File: config.mk
export PLATFORM = sky130hd
export DESIGN_NAME = dmem_write_buffer
export DESIGN_NICKNAME = d
export VERILOG_FILES = /design/src/rtl/dmem_write_buffer.sv
export SDC_FILE = /design/constraint.sdc
export NUM_CORES = 1
export LEC_CHECK = 0
export ABC_CLOCK_PERIOD_IN_PS = 16000
export BUFFER_PORTS_ARGS = -buffer_cell sky130_fd_sc_hd__buf_2
export CORE_MARGIN = 8
export CORE_UTILIZATION = 63
export CTS_BUF_LIST = sky130_fd_sc_hd__clkbuf_4 sky130_fd_sc_hd__clkbuf_8 sky130_fd_sc_hd__clkbuf_16
export CTS_CLUSTER_DIAMETER = 40
export DETAILED_ROUTE_END_ITERATION = 10
export PLACE_DENSITY_LB_ADDON = 0.12
export SYNTH_ARGS = -nofsm -noshare
export SYNTH_HDL_FRONTEND = slang
export SYNTH_SLANG_ARGS = --single-unit
File: constraint.sdc
create_clock -name clock -period 16 [get_ports clock]
set_input_delay 0 -clock clock [delete_from_list [all_inputs] [get_ports clock]]
set_output_delay 0 -clock clock [all_outputs]
set_load 0.02 [all_outputs]
File: src/rtl/dmem_write_buffer.sv
// dmem_write_buffer: small in-order store buffer between a core's data-memory
// write port and a valid/ready memory bus. Stores are queued in a circular
// buffer; a store to the same word as the newest non-head entry is merged
// into that entry byte-by-byte instead of consuming a new slot.
//
// Bus handshake: bus_valid is high whenever the buffer holds at least one
// entry and presents the head entry on bus_addr/bus_wdata/bus_wstrb; the
// entry is consumed on a rising clock edge where bus_valid and bus_ready are
// both high. While bus_valid is high and bus_ready is low the head entry and
// therefore the bus outputs stay unchanged. bus_ready is ignored when empty.
// Core side: a store is requested by any nonzero io_dmem_wen; io_stall tells
// the core that the buffer is full and the store was not taken this cycle.
module dmem_write_buffer #(
    parameter int DEPTH = 4,
    parameter int AW    = 32,
    parameter int DW    = 32
) (
    input  logic                     clock,
    input  logic                     reset,
    input  logic [AW-1:0]            io_dmem_waddr,
    input  logic [DW-1:0]            io_dmem_wdata,
    input  logic [DW/8-1:0]          io_dmem_wen,
    output logic                     io_stall,
    output logic                     bus_valid,
    input  logic                     bus_ready,
    output logic [AW-1:0]            bus_addr,
    output logic [DW-1:0]            bus_wdata,
    output logic [DW/8-1:0]          bus_wstrb,
    output logic [$clog2(DEPTH):0]   count
);

    localparam int PW = $clog2(DEPTH);
    localparam int CW = PW + 1;
    localparam int SW = DW / 8;

    // Entry storage; contents are only meaningful for occupied slots, so it
    // carries no reset.
    logic [AW-1:0] entry_addr_q [DEPTH];
    logic [DW-1:0] entry_data_q [DEPTH];
    logic [SW-1:0] entry_strb_q [DEPTH];

    logic [PW-1:0] head_q, head_d;
    logic [PW-1:0] tail_q, tail_d;
    logic [CW-1:0] count_q, count_d;

    logic          store_req;
    logic          full;
    logic          accept;
    logic          merge_hit;
    logic          enq;
    logic          deq;
    logic [PW-1:0] tail_last;

    logic          wr_en;
    logic [PW-1:0] wr_idx;
    logic [AW-1:0] wr_addr;
    logic [DW-1:0] wr_data;
    logic [SW-1:0] wr_strb;

    // Classify this cycle's store: stall, merge into the newest entry, or enqueue.
    always_comb begin
        store_req = |io_dmem_wen;
        full      = (count_q == CW'(DEPTH));
        accept    = store_req && !full;
        tail_last = tail_q - PW'(1);
        // With two or more entries the newest one is never the head, so a
        // merge cannot disturb the entry currently shown on the bus.
        merge_hit = accept && (count_q >= CW'(2)) &&
                    (entry_addr_q[tail_last][AW-1:2] == io_dmem_waddr[AW-1:2]);
        enq       = accept && !merge_hit;
        deq       = (count_q != '0) && bus_ready;
        io_stall  = store_req && full;
    end

    // Build the entry write: fresh entry at the tail, or lane-wise merge into tail-1.
    always_comb begin
        wr_en   = accept;
        wr_idx  = merge_hit ? tail_last : tail_q;
        wr_addr = io_dmem_waddr & ~AW'(3);
        wr_data = '0;
        for (int i = 0; i < SW; i++) begin
            if (merge_hit && !io_dmem_wen[i]) begin
                wr_data[8*i +: 8] = entry_data_q[tail_last][8*i +: 8];
            end else begin
                wr_data[8*i +: 8] = io_dmem_wdata[8*i +: 8];
            end
        end
        wr_strb = merge_hit ? (entry_strb_q[tail_last] | io_dmem_wen) : io_dmem_wen;
    end

    // Next-state pointers and occupancy; pointers wrap naturally at DEPTH.
    always_comb begin
        head_d  = head_q + PW'(deq);
        tail_d  = tail_q + PW'(enq);
        count_d = count_q + CW'(enq) - CW'(deq);
    end

    // Pointer and occupancy registers, cleared asynchronously.
    always_ff @(posedge clock or posedge reset) begin
        if (reset) begin
            head_q  <= '0;
            tail_q  <= '0;
            count_q <= '0;
        end else begin
            head_q  <= head_d;
            tail_q  <= tail_d;
            count_q <= count_d;
        end
    end

    // Entry storage write port.
    always_ff @(posedge clock) begin
        if (wr_en) begin
            entry_addr_q[wr_idx] <= wr_addr;
            entry_data_q[wr_idx] <= wr_data;
            entry_strb_q[wr_idx] <= wr_strb;
        end
    end

    // Present the head entry; drive zeros when empty so reset clears the bus at once.
    always_comb begin
        bus_valid = (count_q != '0);
        count     = count_q;
        if (bus_valid) begin
            bus_addr  = entry_addr_q[head_q];
            bus_wdata = entry_data_q[head_q];
            bus_wstrb = entry_strb_q[head_q];
        end else begin
            bus_addr  = '0;
            bus_wdata = '0;
            bus_wstrb = '0;
        end
    end

endmodule

**Word level (Yosys, flattened, before mapping)**

Memories as Yosys holds them, arrays and structs flattened.
Index checks and enable logic that the tools add are counted.

- Flip-flop bits (word level): 7
- Bits in writable memories: 264
- Input bits: 71
- Output and inout bits: 73
- Logic and storage cells: 44
- Memories: 3

- Add/sub/neg operators: 5
- Order comparisons: 1
- Equal/unequal tests: 2
- Muxes and demuxes: 11
- Bitwise operators: 1
- Reductions and logical operators: 18

Memories:

| memory | depth | bits a word | rd ports | clocked after Yosys merged registers in | wr ports | RTL line | RTL |
|---|---|---|---|---|---|---|---|
| entry_data_q | 4 | 32 | 2 | 0 | 1 | 39 | `logic [DW-1:0] entry_data_q [DEPTH];` |
| entry_addr_q | 4 | 30 | 2 | 0 | 1 | 38 | `logic [AW-1:0] entry_addr_q [DEPTH];` |
| entry_strb_q | 4 | 4 | 2 | 0 | 1 | 40 | `logic [SW-1:0] entry_strb_q [DEPTH];` |

Operators with widths:

| kind | number |
|---|---|
| $mux 32 | 2 |
| $mux 8 | 4 |
| $eq 30x30->1 | 1 |
| $logic_and 1x1->1 | 10 |
| $mux 4 | 2 |
| $logic_not 1->1 | 6 |
| $add 2x1->2 | 2 |
| $or 4x4->4 | 1 |
| $reduce_or 4->1 | 1 |
| $add 3x1->3 | 1 |
| $eq 3x3->1 const B | 1 |
| $ge 3x2->1 const B | 1 |
| $reduce_bool 3->1 | 1 |
| $sub 3x1->3 | 1 |
| $mux 1 | 2 |
| $mux 2 | 1 |
| $sub 2x1->2 const B | 1 |

**Logic depth before layout (Yosys ltp)**

Gate-level depths: netlist of the first run.

- Word-level depth: 9
- Depth in mapped cells: 17
- Mapped depth without buffers: 14

**Worst setup path after synthesis of the first run**

No wires, ideal clock.

- Path type: reg-to-reg
- From: register tail_q[0]
- To: memory entry_addr_q[0][0] (netlist bit) (enable)
- Library setup time: 0.518 ns
- Arrival: 5.799 ns
- Required time: 15.482 ns
- Slack: 9.683 ns
- Stages on the path, launching flop included: 10
- Path buffers: 2
- Clock period less this slack: 6.317 ns
- Cells stage by stage: dfrtp_1 > buf_4 > buf_4 > mux2i_1 > o2bb2ai_1 > a221oi_1 > nand3_1 > a2111oi_4 > nand3_2 > mux2i_1

- Cells in the longest elaborated chain, start to end: 5

RTL lines:

| item | RTL line | RTL |
|---|---|---|
| from (decl) | 43 | `logic [PW-1:0] tail_q, tail_d;` |
| from (signal assigned) | 106 | `tail_q <= tail_d;` |
| $sub 2x1->2 | 65 | `tail_last = tail_q - PW'(1);` |
| $mem_v2 4x30 | n/a |  |
| $eq 30x30->1 | 69 | `(entry_addr_q[tail_last][AW-1:2] == io_dmem_waddr[AW-1:2]);` |
| $logic_and 1x1->1 | 68 | `merge_hit = accept && (count_q >= CW'(2)) &&` |
| $mux 2 * | 78 | `wr_idx = merge_hit ? tail_last : tail_q;` |
| to (decl) | 38 |  |

Every way passes the cells marked *; elsewhere a longest branch is shown, timed or not.

**Worst setup path in the final report of the first run**

- From: register tail_q[0]
- To: memory entry_addr_q[1][16] (netlist bit) (enable)

The elaborated chain is that of the path after synthesis.

==> results of run 1 <==
[cells in the final DEF (no fill, tap or decap), drive strengths merged, types with 4 or more instances in the layout]
cell type,instances
dlygate4sd3,69
o22ai,6
mux2i,31
dfrtp,7
xnor2,8
clkinv,14
a21oi,5
mux4,119
edfxtp,264
bufinv,8
a41o,4
mux2,33
buf,151
nand3,7
inv,8
clkbuf,44
and2,68
xor2,16
nor4,4
nor3,5
nor2,9
nand2,6
ha,5
[registers in the layout, indices dropped and copies added, names as in the netlist]
signal	cells
entry_addr_q	120
entry_strb_q	16
tail_q	2
head_q	2
count	3
entry_data_q	128
[routing by layer]
| layer | up-vias | share of wire, % |
|---|---|---|
| met4 | 0 | 2.2 |
| met2 | 328 | 53 |
| met1 | 4031 | 38 |
| li1 | 3265 | - |
| met3 | 61 | 6.7 |
| met5 | - | 0 |
[report_power, final]
group          total, mW  internal [mW]  switching [mW]
registers           1.26           1.08           0.187
clock network      0.903          0.599           0.304
logic               1.48          0.670           0.811
total               3.65           2.34            1.30
[area by class of cell]
| cell class | instances | area [um^2] | share of cell area [%] |
|---|---|---|---|
| sequential | 271 | 8118 | 50.64 |
| clock inverter | 26 | 341.6 | 2.131 |
| timing repair buffer | 220 | 1476 | 9.211 |
| tap | 270 | 337.8 | 2.108 |
| inverter | 7 | 26.28 | 0.1639 |
| antenna | 3 | 7.507 | 0.04683 |
| clock buffer | 44 | 1049 | 6.541 |
| multi-input combinational | 356 | 4673 | 29.15 |
[cell families after synthesis]
family | Yosys count
buffers and inverters | 49
other | 1
AO/OA/AOI/OAI | 36
AND/OR/NAND/NOR | 105
flip-flops | 271
XOR/XNOR | 24
multiplexers | 183
adder cells (fa/ha/maj) | 6
[path summary, 6_finish.rpt]
check                                  start                   to  cells past startpoint
setup / recovery                   tail_q[0]  entry_addr_q[1][16]                     10
hold / removal             io_dmem_waddr[17]  entry_addr_q[1][15]                      2
setup reg to reg                   tail_q[0]  entry_addr_q[1][16]                     10
hold reg to reg                     count[0]             count[0]                      1
max in group asynchronous              reset            tail_q[0]                      4
min in group asynchronous              reset             count[0]                      4
[timing repair]
action / in CTS / in global routing
buffers inserted: 0 / 0
hold buffers: 69 / 0
hold endpoints to repair: 273 / 0
==> reports/results.ini, run 1 <==
[final_layout]
nFillCells = 1032
fin_util_pct = 79.47
area_delta_synth_final_pct = 23.90
stdcell_area_mm2 = 0.01603
drive_gt1_share_pct = 41.45
stdcell_count = 1197
num-nets-final = 971

[worst_setup_path]
rrSetupSlack_ps = 9920
crit_required_ps = 16140
crit_chain = buf_4 > buf_4 > mux2i_1 > mux2_2 > o221ai_1 > nor4_1 > and4b_1 > nand3_2 > mux2i_4 > buf_4
crit_family = buffers and inverters
arrival_ps = 6220
crit_type = reg -> reg
crit_buf_inv = 3
startpoint_type = flip-flop
slowest_stage = mux2i_4
cpPeakStageDelay_ps = 830
cpMostUsedCell = buf_4
critPathCaptureType = flip-flop
cp_max_fo = 48

[timing]
tightest_slew_ps = 1109
finalSetupViolations = 0
hold_violations = 0
period_minus_slack_ps = 6083
fin_crit_sh_pct = 38.02
rsz0062_at_grt = false
tns_ps = 0
whs_ps = 272.0
max_freq_mhz = 164.4
slew_violations = 0
skew_ps = 10.11
setup_ws_ps = 9917
relSlewSlack_pct = 26.06

[die]
die_w_um = 159.3
design.core.area_mm2 = 0.02017
row_count = 52
die_y_um = 159.3
pin_count = 144
initial_core_util_pct = 64.14
dieArea_mm2 = 0.02538

[place]
dp_slack_ps = 9838
numPortBuffers = 139
dp.cells = 1055
gp_congestion = 0.7848
dpl_cell_area_mm2 = 0.01394
hpwl_um = 18250

[global_routing]
grtUsageMet3_pct = 5.688
busiest_layer = met2
use_met1_pct = 30.17
globalRoute.totalOverflow = 0
grt_max_degree = 68
grt_use_met2_pct = 44.56
grt_pass1_vias = 8685
grt_usage_pct = 25.35
grt_pass1_wl_um = 50050
antenna_found_initial = 3

[clock_tree]
clk_latency_ps = 510
cts_buffers = 38
cts_tree = done
clk_pin_slew_ps = 50
cts_max_path_buffers = 3
cts-htree-levels = 2
cts_root_buf = clkbuf_16
cts_sinks = 271
cts_resized = 0

[synthesis]
postSynthRegisterBits = 271
synth_common_cells = edfxtp_1 (264), mux4_2 (119), and2_1 (68)
synth_edf_count = 264
netlist_area_mm2 = 0.01294
synth_top_area_share_pct = 61.28
synth_top_family_by_area = multiplexers
muxShareOfSynthArea_pct = 25.99
async_reset_ff_share_pct = 2.583
synth_top_area_cell = edfxtp_1
ys_types = 46
synth_fa_ha_area_share_pct = 0.6383
netlist_instances = 675
syn_area_per_cell_um2 = 19.17
synth.area.top_cells = edfxtp_1 (61%), mux4_2 (21%), and2_1 (3.3%)
yosysSeqAreaShare_pct = 62.63
synth-simple-area-share_pct = 5.184
yosys_warnings = 0
ys.flop_type = edfxtp_1
synth_xor_area_share_pct = 1.625
synth.most_common_cell = edfxtp_1
synth_compound_area_share_pct = 2.224

[pwr]
p_total_mw = 3.647
p_leak_nw = 5.679
powerDensity_mw_per_mm2 = 227.5
vdd_drop_max_mv = 0.1376

[routing]
drc = 0
totalWireLength_um = 31340
ant_nets = 0
drtIter0Drc = 627
viasPerCell = 6.420
vias = 7685
routedWlPerCell_um = 26.18
drt-pass1-iter-count = 4

[run_status]
status = complete, no violations

[job]
max_cap_viol_count = 0

[worst_hold_path]
hold_path.class = in -> reg

Power figures use the tool's default switching activity.
==> run 2, diff against run 1 <==
--- a/config.mk
+++ b/config.mk
@@ -5,10 +5,10 @@
 export SDC_FILE = /design/constraint.sdc
 export NUM_CORES = 1
 export LEC_CHECK = 0
-export ABC_CLOCK_PERIOD_IN_PS = 16000
+export ABC_CLOCK_PERIOD_IN_PS = 6000
 export BUFFER_PORTS_ARGS = -buffer_cell sky130_fd_sc_hd__buf_2
 export CORE_MARGIN = 8
-export CORE_UTILIZATION = 63
+export CORE_UTILIZATION = 59
 export CTS_BUF_LIST = sky130_fd_sc_hd__clkbuf_4 sky130_fd_sc_hd__clkbuf_8 sky130_fd_sc_hd__clkbuf_16
 export CTS_CLUSTER_DIAMETER = 40
 export DETAILED_ROUTE_END_ITERATION = 10
==> constraint.sdc (replaced) <==
create_clock -name clock -period 6 [get_ports clock]
set_input_delay 0 -clock clock [delete_from_list [all_inputs] [get_ports clock]]
set_output_delay 0 -clock clock [all_outputs]
set_load 0.02 [all_outputs]
==> reports/results.ini, run 2 (synthesis results as in run 1) <==
[routing]
viasPerCell = 6.309  ; was 6.420
drt-pass1-iter-count = 4  ; unchanged
ant_nets = 0  ; unchanged
routed-wl-met2_um = 15050  ; was 16700 um
vias = 7571  ; was 7685
drc = 0  ; unchanged
drtIter0Drc = 614  ; was 627
highest_layer = met4  ; unchanged
totalWireLength_um = 29690  ; was 31340 um
wl_met1_um = 11820  ; was 11840 um
routed-wl-met3_um = 2121  ; was 2100 um
routedWlPerCell_um = 24.74  ; was 26.18 um

[clock_tree]
clk_latency_ps = 510  ; about the same
clk_pin_slew_ps = 60  ; was 50 ps
cts-htree-levels = 2  ; unchanged
cts_max_path_buffers = 3  ; unchanged
cts_resized = 0  ; unchanged
cts_tree = done  ; unchanged
cts_root_buf = clkbuf_16  ; unchanged
cts_buffers = 37  ; was 38
cts_sinks = 271  ; unchanged

[worst_setup_path]
critPathCaptureType = flip-flop  ; unchanged
arrival_ps = 4970  ; was 6220 ps
crit_required_ps = 6170  ; was 16140 ps
cp_max_fo = 67  ; was 48
r2r-end = entry_addr_q[0][20]  ; was entry_addr_q[1][16]
worstRegToRegCells = 8  ; was 10
startpoint_type = flip-flop  ; unchanged
endpoint = entry_addr_q[0][20]  ; was entry_addr_q[1][16]
rrSetupSlack_ps = 1190  ; was 9920 ps
crit_type = reg -> reg  ; unchanged
timing.rr.start = tail_q[0]  ; unchanged
startpoint = tail_q[0]  ; unchanged

[pwr]
p_total_mw = 9.315  ; was 3.647 mW
powerDensity_mw_per_mm2 = 588.0  ; was 227.5 mW/mm^2
vdd_drop_max_mv = 0.4682  ; was 0.1376 mV
p_leak_nw = 5.562  ; was 5.679 nW

[timing]
period_minus_slack_ps = 4805  ; was 6083 ps
relSlewSlack_pct = 25.70  ; was 26.06%
hold_violations = 0  ; unchanged
whs_ps = 278.8  ; was 272.0 ps
max_freq_mhz = 208.1  ; was 164.4 MHz
slew_violations = 0  ; unchanged
skew_ps = 14.27  ; was 10.11 ps
tightest_slew_ps = 1115  ; was 1109 ps
fin_crit_sh_pct = 80.08  ; was 38.02%
rsz0062_at_grt = false  ; unchanged
finalSetupViolations = 0  ; unchanged

[die]
pin_count = 144  ; unchanged
design.core.area_mm2 = 0.02169  ; was 0.02017 mm^2
die_y_um = 164.1  ; was 159.3 um
initial_core_util_pct = 59.65  ; was 64.14%
dieArea_mm2 = 0.02692  ; was 0.02538 mm^2
row_count = 54  ; was 52
die_w_um = 164.1  ; was 159.3 um

[final_layout]
drive_gt1_share_pct = 41.35  ; was 41.45%
final_common_cell = edfxtp_1  ; unchanged
layout_common_cells = edfxtp_1 (264), buf_2 (139), mux4_2 (119), dlygate4sd3_1 (69), and2_1 (68)  ; unchanged
fin_util_pct = 73.04  ; was 79.47%
num-nets-final = 971  ; unchanged
largest_reg_flops = 128  ; unchanged
multi_input_area_mm2 = 0.004673  ; unchanged
area_delta_synth_final_pct = 22.45  ; was 23.90%
nFillCells = 1327  ; was 1032
regArea_mm2 = 0.008118  ; unchanged
top_register = entry_data_q  ; unchanged
top_regs = entry_data_q (128), entry_addr_q (120), entry_strb_q (16)  ; unchanged

[global_routing]
grt_usage_pct = 22.52  ; was 25.35%
grt_pass1_wl_um = 46160  ; was 50050 um
grt_max_degree = 68  ; unchanged
grt_pass1_vias = 8234  ; was 8685
antenna_found_initial = 1  ; was 3
globalRoute.totalOverflow = 0  ; unchanged

[worst_hold_path]
min-delay-start = io_dmem_waddr[20]  ; was io_dmem_waddr[17]
hold_path.class = in -> reg  ; unchanged

[place]
gp_congestion = 0.8008  ; was 0.7848
numPortBuffers = 139  ; unchanged
hpwl_um = 17610  ; was 18250 um

[job]
max_cap_viol_count = 0  ; unchanged

[run_status]
status = complete, no violations  ; unchanged

## run 2: critical path: stages, from the launching register on
cell	delay (ps)
dfrtp_4	660
buf_12	480
mux4_2	580
xor2_1	160
nor4_1	390
and4b_1	700
nand3_2	420
mux2i_4	610
buf_12	350
## run 2: layout make-up
cell class,instances,share of cell area (%)
antenna,1,0.01580
clock buffer,41,6.034
clock inverter,23,1.303
inverter,7,0.1659
multi-input combinational,356,29.50
sequential,271,51.24
tap,280,2.212
timing repair buffer,221,9.525
## run 2: metal layers
layer,vias to the layer above,track usage [%]
met3,53,4.185
li1,3257,-
met5,-,0
met1,3973,29.30
met4,0,7.810
met2,288,37.71
## run 2: power breakdown
group / internal [mW] / switching [mW] / leakage (nW)
logic: 1.80 / 2.08 / 2.48
clock network: 1.25 / 0.798 / 0.547
registers: 2.86 / 0.525 / 2.54
## run 2: metrics by stage
| step | setup TNS [ps] | worst slack, ps | instance area [um^2] | instances |
|---|---|---|---|---|
| 3_3_place_gp | 0 | 1211 | 13990 | 1066 |
| 5_1_grt | 0 | 996.7 | 15840 | 1200 |
| 2_1_floorplan | -83600 | -316.9 | 12940 | 676 |
| 3_5_place_dp | 0 | 1185 | 13990 | 1066 |
| 6_report | 0 | 1195 | 15840 | 1200 |
| 4_1_cts | 0 | 1146 | 15840 | 1199 |
## run 2: worst min-delay path by stage
stage,to,depth (start not counted)
3_3_place_gp,count[1],2
2_1_floorplan,count[0],1
4_1_cts,entry_addr_q[3][18],2
6_report,entry_addr_q[2][18],2
3_5_place_dp,count[1],2
5_1_grt,entry_addr_q[1][18],2
## run 2: what timing repair did
item | CTS | global route
hold buffers | 69 | 0
setup buffers | 0 | 0
hold endpoints to repair | 273 | 0
